**src/rtl/rr_arbiter8_if.sv**
```systemverilog
// rr_arbiter8_if: request/grant bundle between the requesters and the arbiter.
//   en        : arbitration enable (gates new grants only)
//   req[7:0]  : one request bit per requester
//   rel       : release strobe from the current owner
//   gnt[7:0]  : one-hot grant, zero when idle
//   gnt_idx   : binary index of the owner (drives the 3x8 select decoder)
//   gnt_valid : grant active
//   timeout   : one-cycle pulse when a grant is forcibly released
// master = requester side, slave = arbiter side.
interface rr_arbiter8_if;
  logic       en;
  logic [7:0] req;
  logic       rel;
  logic [7:0] gnt;
  logic [2:0] gnt_idx;
  logic       gnt_valid;
  logic       timeout;

  modport master (output en, req, rel, input gnt, gnt_idx, gnt_valid, timeout);
  modport slave  (input en, req, rel, output gnt, gnt_idx, gnt_valid, timeout);
endinterface

```
**src/rtl/rr_arbiter8.sv**
```systemverilog
// rr_arbiter8: 8-way round-robin arbiter with hold timeout.
//   clk  : rising-edge clock
//   rst  : synchronous active-high reset
//   bus  : rr_arbiter8_if.slave (en/req/rel in, gnt/gnt_idx/gnt_valid/timeout out)
// A grant is held until the owner pulses rel, drops its request, or has held
// it for MAX_HOLD cycles. After every release the arbiter spends one cycle in
// IDLE, and the released owner becomes lowest priority for the next round.
// All outputs come straight from registers.
module rr_arbiter8 #(
  parameter int MAX_HOLD = 16,
  parameter int HOLD_W   = 8
) (
  input logic         clk,
  input logic         rst,
  rr_arbiter8_if.slave bus
);

  localparam logic [0:0] S_IDLE  = 1'b0;
  localparam logic [0:0] S_GRANT = 1'b1;

  logic [0:0]        state;
  logic [2:0]        ptr;
  logic [2:0]        idx_q;
  logic [7:0]        gnt_q;
  logic              tmo_q;
  logic [HOLD_W-1:0] hold;
  logic [2:0]        win;
  logic              rel_norm;
  logic              rel_force;

  // Rotating priority scan: offset 0 from ptr is highest priority. Walking
  // offsets from 7 down to 0 lets the closest set bit overwrite the others.
  always_comb begin
    win = ptr;
    for (int k = 7; k >= 0; k--) begin
      if (bus.req[ptr + 3'(k)]) win = ptr + 3'(k);
    end
  end

  // rel beats request drop beats timeout; only the last one flags timeout.
  assign rel_norm  = bus.rel || !bus.req[idx_q];
  assign rel_force = (hold == HOLD_W'(MAX_HOLD - 1));

  always_ff @(posedge clk) begin
    if (rst) begin
      state <= S_IDLE;
      ptr   <= '0;
      idx_q <= '0;
      gnt_q <= '0;
      tmo_q <= 1'b0;
      hold  <= '0;
    end else begin
      tmo_q <= 1'b0;
      case (state)
        S_IDLE: begin
          if (bus.en && |bus.req) begin
            state <= S_GRANT;
            idx_q <= win;
            gnt_q <= 8'b1 << win;
            hold  <= '0;
          end
        end
        default: begin
          if (rel_norm || rel_force) begin
            state <= S_IDLE;
            gnt_q <= '0;
            ptr   <= idx_q + 3'd1;
            tmo_q <= !rel_norm;
          end else begin
            hold <= hold + HOLD_W'(1);
          end
        end
      endcase
    end
  end

  // gnt_idx keeps the last owner while idle; gnt/gnt_valid mark it stale.
  assign bus.gnt       = gnt_q;
  assign bus.gnt_idx   = idx_q;
  assign bus.gnt_valid = (state == S_GRANT);
  assign bus.timeout   = tmo_q;

endmodule
```
**src/flat_wrapper.sv**
```systemverilog
// flat-port wrapper written by rule: the top's interface ports become plain ports
module rr_arbiter8_flat 
#(
  parameter int MAX_HOLD = 16,
  parameter int HOLD_W   = 8
)
  (clk, rst, bus_en, bus_req, bus_rel, bus_gnt, bus_gnt_idx, bus_gnt_valid, bus_timeout);
  rr_arbiter8_if bus_i ();
  input logic clk;
  input logic rst;
  input wire logic [$bits(bus_i.en)-1:0] bus_en;
  input wire logic [$bits(bus_i.req)-1:0] bus_req;
  input wire logic [$bits(bus_i.rel)-1:0] bus_rel;
  output wire logic [$bits(bus_i.gnt)-1:0] bus_gnt;
  output wire logic [$bits(bus_i.gnt_idx)-1:0] bus_gnt_idx;
  output wire logic [$bits(bus_i.gnt_valid)-1:0] bus_gnt_valid;
  output wire logic [$bits(bus_i.timeout)-1:0] bus_timeout;
  assign bus_i.en = bus_en;
  assign bus_i.req = bus_req;
  assign bus_i.rel = bus_rel;
  assign bus_gnt = bus_i.gnt;
  assign bus_gnt_idx = bus_i.gnt_idx;
  assign bus_gnt_valid = bus_i.gnt_valid;
  assign bus_timeout = bus_i.timeout;
  rr_arbiter8 #(.MAX_HOLD(MAX_HOLD), .HOLD_W(HOLD_W)) u_core (.clk(clk), .rst(rst), .bus(bus_i));
endmodule
```
**config.mk**
```make
export PLATFORM = sky130hd
export DESIGN_NAME = rr_arbiter8_flat
export DESIGN_NICKNAME = d
export VERILOG_FILES = /design/src/rtl/rr_arbiter8_if.sv /design/src/rtl/rr_arbiter8.sv /design/src/flat_wrapper.sv
export SDC_FILE = /design/constraint.sdc
export NUM_CORES = 1
export LEC_CHECK = 0
export ABC_AREA = 0
export CAP_MARGIN = 20
export CORE_MARGIN = 5
export CORE_UTILIZATION = 50
export DETAILED_ROUTE_END_ITERATION = 8
export MAX_ROUTING_LAYER = met4
export PLACE_DENSITY = 0.81
export SLEW_MARGIN = 20
export SYNTH_ARGS = -nofsm -noshare
export SYNTH_HDL_FRONTEND = slang
export SYNTH_SLANG_ARGS = --single-unit
```
**constraint.sdc**
```tcl
create_clock -name clk -period 6.1 [get_ports clk]
set_input_delay 0.915 -clock clk [delete_from_list [all_inputs] [get_ports clk]]
set_output_delay 0.915 -clock clk [all_outputs]
set_load 0.02 [all_outputs]
```
# Word level (Yosys, flattened, before mapping)
# Index checks and enable logic that the tools add are counted.
word_totals:
  reg_bits: 24
  latchBits: 0
  mem_bits_rw: 0
  romBits: 0
  inputBits: 12
  mem_count: 0
classes:
  add_sub_neg: 9
  mul: 0
  div_mod_pow: 0
  order_cmp: 9
  eq_ne: 3
  shifts: 1
  muxes: 35
  bitwise: 2
  reduce_logical: 12
ops:
  columns: ["cell", "count"]
  rows:
  - ["$mux W8", 6]
  - ["$lt A3 B4 Y1 const B", 9]
  - ["$bmux W1 S3", 9]
  - ["$mux W3", 8]
  - ["$add A3 B3 Y3 const B", 4]
  - ["$mux W1", 12]
  - ["$add A8 B1 Y8 const B", 1]
  - ["$eq A8 B4 Y1 const B", 1]
  - ["$reduce_and A2 Y1", 4]
  - ["$reduce_or A8 Y1", 1]
  - ["$shl A1 B3 Y8 const A", 1]
  - ["$add A3 B1 Y3 const B", 2]
  - ["$add A3 B2 Y3 const B", 2]
  - ["$ne A2 B2 Y1 const B", 2]
  - ["$reduce_or A3 Y1", 1]
  - ["$logic_not A1 Y1", 2]
  - ["$logic_or A1 B1 Y1", 2]
  - ["$not A1 Y1", 2]
  - ["$reduce_bool A2 Y1", 1]
  - ["$logic_and A1 B1 Y1", 1]

# Longest topological paths before layout
logic_depth:
  depth_word: 14
  depth_mapped: 12
  ltp_nobuf: 9

# Least setup slack after synthesis
# OpenSTA, ideal clock, no wires.
synth_timing:
  kind: "register -> register"
  from: "register u_core.ptr[1]"
  to: "register u_core.gnt_q[0] (netlist: u_core.bus.gnt[0])"
  t_arrival_ns: 2.929
  required_ns: 6.013
  slack_ns: 3.084
  path_stages_with_launch: 12
  n_path_buf: 2
  synth_period_minus_slack_ns: 3.016
  cell_sequence: "dfxtp_1 buf_2 clkinv_1 ha_1 buf_6 mux4_2 a221oi_2 o221ai_1 a211oi_2 a21oi_1 or3b_4 o31ai_1"
synth_between:
  elab_chain_len: 14
  word_cells_on_any_way: 34
synth_lines:
  columns: ["element", "line", "rtl"]
  rows:
  - ["start, declared", "rr_arbiter8.sv:22", "logic [2:0] ptr;"]
  - ["start signal, assigned", "rr_arbiter8.sv:67", "ptr <= idx_q + 3'd1;"]
  - ["$add A3 B3 Y3", "rr_arbiter8.sv:36", "if (bus.req[ptr + 3'(k)]) win = ptr + 3'(k);"]
  - ["$bmux W1 S3", "rr_arbiter8.sv:36", null]
  - ["$mux W1 (not written as such)", "rr_arbiter8.sv:36", null]
  - ["$mux W3 (7 in a row)", "rr_arbiter8.sv:36", null]
  - ["$mux W3 (*)", "rr_arbiter8.sv:36", null]
  - ["$shl A1 B3 Y8 (*)", "rr_arbiter8.sv:59", "gnt_q <= 8'b1 << win;"]
  - ["$mux W8 (*)", "rr_arbiter8.sv:56", "if (bus.en && |bus.req) begin"]
  - ["$mux W8 (*)", "rr_arbiter8.sv:54", "case (state)"]
  - ["end signal, assigned", "rr_arbiter8.sv:59", null]
  - ["end, declared", "rr_arbiter8.sv:24", "logic [7:0] gnt_q;"]
# Mark *: on every way between the ends. The rest lies on a longest branch, timed or not. The select of a mux whose other input is x is not followed.
# A chain may end at the register's enable or synchronous reset.

# Final worst setup path
layout_timing:
  from: "register u_core.ptr[1]"
  to: "register u_core.gnt_q[1] (netlist: u_core.bus.gnt[1])"
# Same word-level chain as after synthesis.

==> impl_results.md <==
* GPL Wtd Cong at between 0.9 and 1
* CP Launch Type: flop
* Fmax at 256 MHz
* Cts bufs inserted at 3
* Tightest Pin Transition at around 1000 ps
* Synth Net Count at 229
* Post-synthesis mux area share at 0.281
* Worst Path Max Fanout at 19
* Syn Inst Count at 213
* Final hold violations at 0
* Share of layout cells above drive strength 1 at 0.136
* Final WL at 4430 um
* Routed vias/inst at 6.29
* Starting Density at 0.507
* Layout Skew at ~4 ps
* Number of global-route vias before repair at ~1.7k
* Setup ws final at roughly 2200 ps
* Pin count of the biggest net entering global routing at 24
* Commonest non-fill, non-tap cells in the layout: clkdlybuf4s50_1, dfxtp_1, nor2_1
* Number of port buffers at 24
* RSZ-0062 raised after global routing: false
* Hold_buf cts at 0
* DP Area at roughly 0.0022 mm^2
* Area growth from synthesis to layout at 14.7%
* Post-CTS setup buffers at 0
* Root buf cell: clkbuf_8
* Setup slack after placement at between 2000 and 2500 ps
* Clk pin slew, worst setup/hold paths at about 90 ps
* Post-synthesis compound-gate area fraction at 0.192
* Pwr per Cell Area at slightly above 200 mW/mm^2
* Critical-path cell list: clkinv_1 > ha_1 > mux4_2 > a221oi_2 > o221ai_1 > a211oi_2 > a21oi_1 > or3b_4 > o31ai_1
* First-pass GRT wire length at between 7000 and 8000 um
* Fin nets at 245
* Hold Path Class: reg -> reg
* Slew headroom at 0.314
* Crit path arrival time at approximately 4100 ps
* Hold slack at between 400 and 500 ps
* Antenna violations before repair at 0
* CP Buf/Inv Count at 1
* Top delay family on crit path: compound AO/OA/AOI/OAI gates
* Pwr Total at about 0.47 mW
* Later-pin clock latency in the skew report at between 200 and 300 ps
* Syn_area_per_cell at ~9.4 um^2
* Avg WL per Cell at approximately 16 um
* Crit path largest cell delay at 770 ps
* Fin util at 0.581
* Area of the core at between 0.003 and 0.004 mm^2
* Period utilisation layout at 0.640
* Main combinational cell family by area after synthesis: multiplexers
* Final TNS setup at 0 ps
* Adder-cell share of the synthesized area at 0.0251
* Cts repair resizes at 0
* GRT Total Usage at 0.185
* Antenna diodes at 0
* XOR/XNOR share of the synthesized area at 0.0307
* Dpl hpwl at around 3300 um
* Die X at 73.2 um
* Clk sink count at 24
* WS Path Type: reg -> reg
* CTS Buffer Depth at 2
* Seq/Total Area, Yosys at 0.241
* Die height at 73.2 um
* Synth warnings at 0
* Placed Cells at between 200 and 300
* Io pins at 25
* Leakage at approximately 0.8 nW
* Status: complete, no violations
* Leading area contributor after synthesis: dfxtp_1
* Synth Register Bits at 24
* DRT Pass-1 Iters at 4
* Simple-gate portion of the synthesized area at 0.172
* Non-Filler Instances at 278
* Netlist Area Pre-Place at 0.00200 mm^2
* TritonCTS clock tree: built
* Top_reg_cell synth: dfxtp_1
* Synth top area share at 0.241
* Max VDD drop at approximately 180 uV
* Drt first-iter violations at 81
* Required @ worst endpoint at about 6300 ps
* Crit path max-delay cell type: dfxtp_1
* H-tree levels at 1
* Finished Cell Area at between 0.002 and 0.0025 mm^2
* Max capacitance violation total at 0
* Final min period at just under 4000 ps
* FILL cells at between 300 and 400
* Number of remaining DRC errors at 0
* Register area at roughly 480 um^2
* Area occupied by multi-input gates at 0.00140 mm^2
* Area of the die at 0.00536 mm^2
* Worst setup EP type: flop
* DRT antenna net count at 0
* Top cells by area, synth: dfxtp_1, mux4_2, mux2i_1, mux4_1, nor2_1
* Post-synth EDFFs at 0
* Total gr overflow at 0
* Number of placement rows at 23
* # setup viols final at 0
* Max-slew violation count at 0
* Post-synth ARST share at 0
* Post-synth cell types at 52
* Via count at 1,749
[sequential cells by signal, summed over array words and instances (netlist names)]
| register | cells |
|---|---|
| u_core.bus.gnt | 8 |
| u_core.ptr | 3 |
| u_core.bus.timeout | 1 |
| u_core.bus.gnt_valid | 1 |
| u_core.bus.gnt_idx | 3 |
| u_core.hold | 8 |
[where the power goes]
part	internal [mW]	switching, mW	total, mW
clock network	0.0879	0.0527	0.141
registers	0.163	0.00819	0.171
logic	0.0732	0.0881	0.161
[worst min-delay path, stage by stage, from the launching register on]
cell	delay (ps)
dfxtp_1	320
nand2_1	50
o31ai_1	50
[metal layers]
metal  vias to the layer above  wire length [um]  global-route usage
met5                         -                 0                   -
met4                         0                18              0.0307
met3                         3               253              0.0413
met2                        46              2140               0.286
met1                       852              2010               0.251
li1                        848                 -                   -
[kinds of logic (layout without fill, tap and decap cells)]
logic type | count (synthesis) | in the layout
AND/OR/NAND/NOR | 69 | 69
AO/OA/AOI/OAI | 53 | 53
multiplexers | 34 | 34
flip-flops | 24 | 24
buffers and inverters | 22 | 37
XOR/XNOR | 7 | 7
adder cells (fa/ha/maj) | 4 | 4
[synth_stat cells (2+ instances only)]
cell	number
a211oi_1	4
a21oi_1	13
a221oi_2	2
a22oi_1	3
and3_1	2
buf_2	4
buf_4	2
buf_6	3
clkbuf_1	5
dfxtp_1	24
ha_1	4
inv_1	6
mux2_2	5
mux2i_1	13
mux4_1	4
mux4_2	12
nand2_1	17
nand2b_1	5
nand3_1	9
nor2_1	20
nor2b_1	4
nor4_1	4
o21a_1	2
o21ai_0	4
o221ai_1	2
o31ai_1	9
xnor2_1	2
xor2_1	5
[final timing paths]
check,startpoint,to,slack [ps],cells past startpoint
worst max-delay path,u_core.ptr[1],u_core.bus.gnt[1],2200,9
worst min-delay path,u_core.bus.gnt[0],u_core.bus.gnt[0],450,2
worst max register to register,u_core.ptr[1],u_core.bus.gnt[1],2200,9
worst min register to register,u_core.bus.gnt[0],u_core.bus.gnt[0],450,2
[cell type report]
| cell class | instances | share of cell area |
|---|---|---|
| clock inverters | 1 | 0.0131 |
| flip-flops and latches | 24 | 0.210 |
| inverters | 8 | 0.0131 |
| clock buffers | 3 | 0.0180 |
| well taps | 50 | 0.0273 |
| multi-input cells | 167 | 0.611 |
| repair buffers | 25 | 0.108 |
No activity file was read; power rests on OpenSTA's default activity.
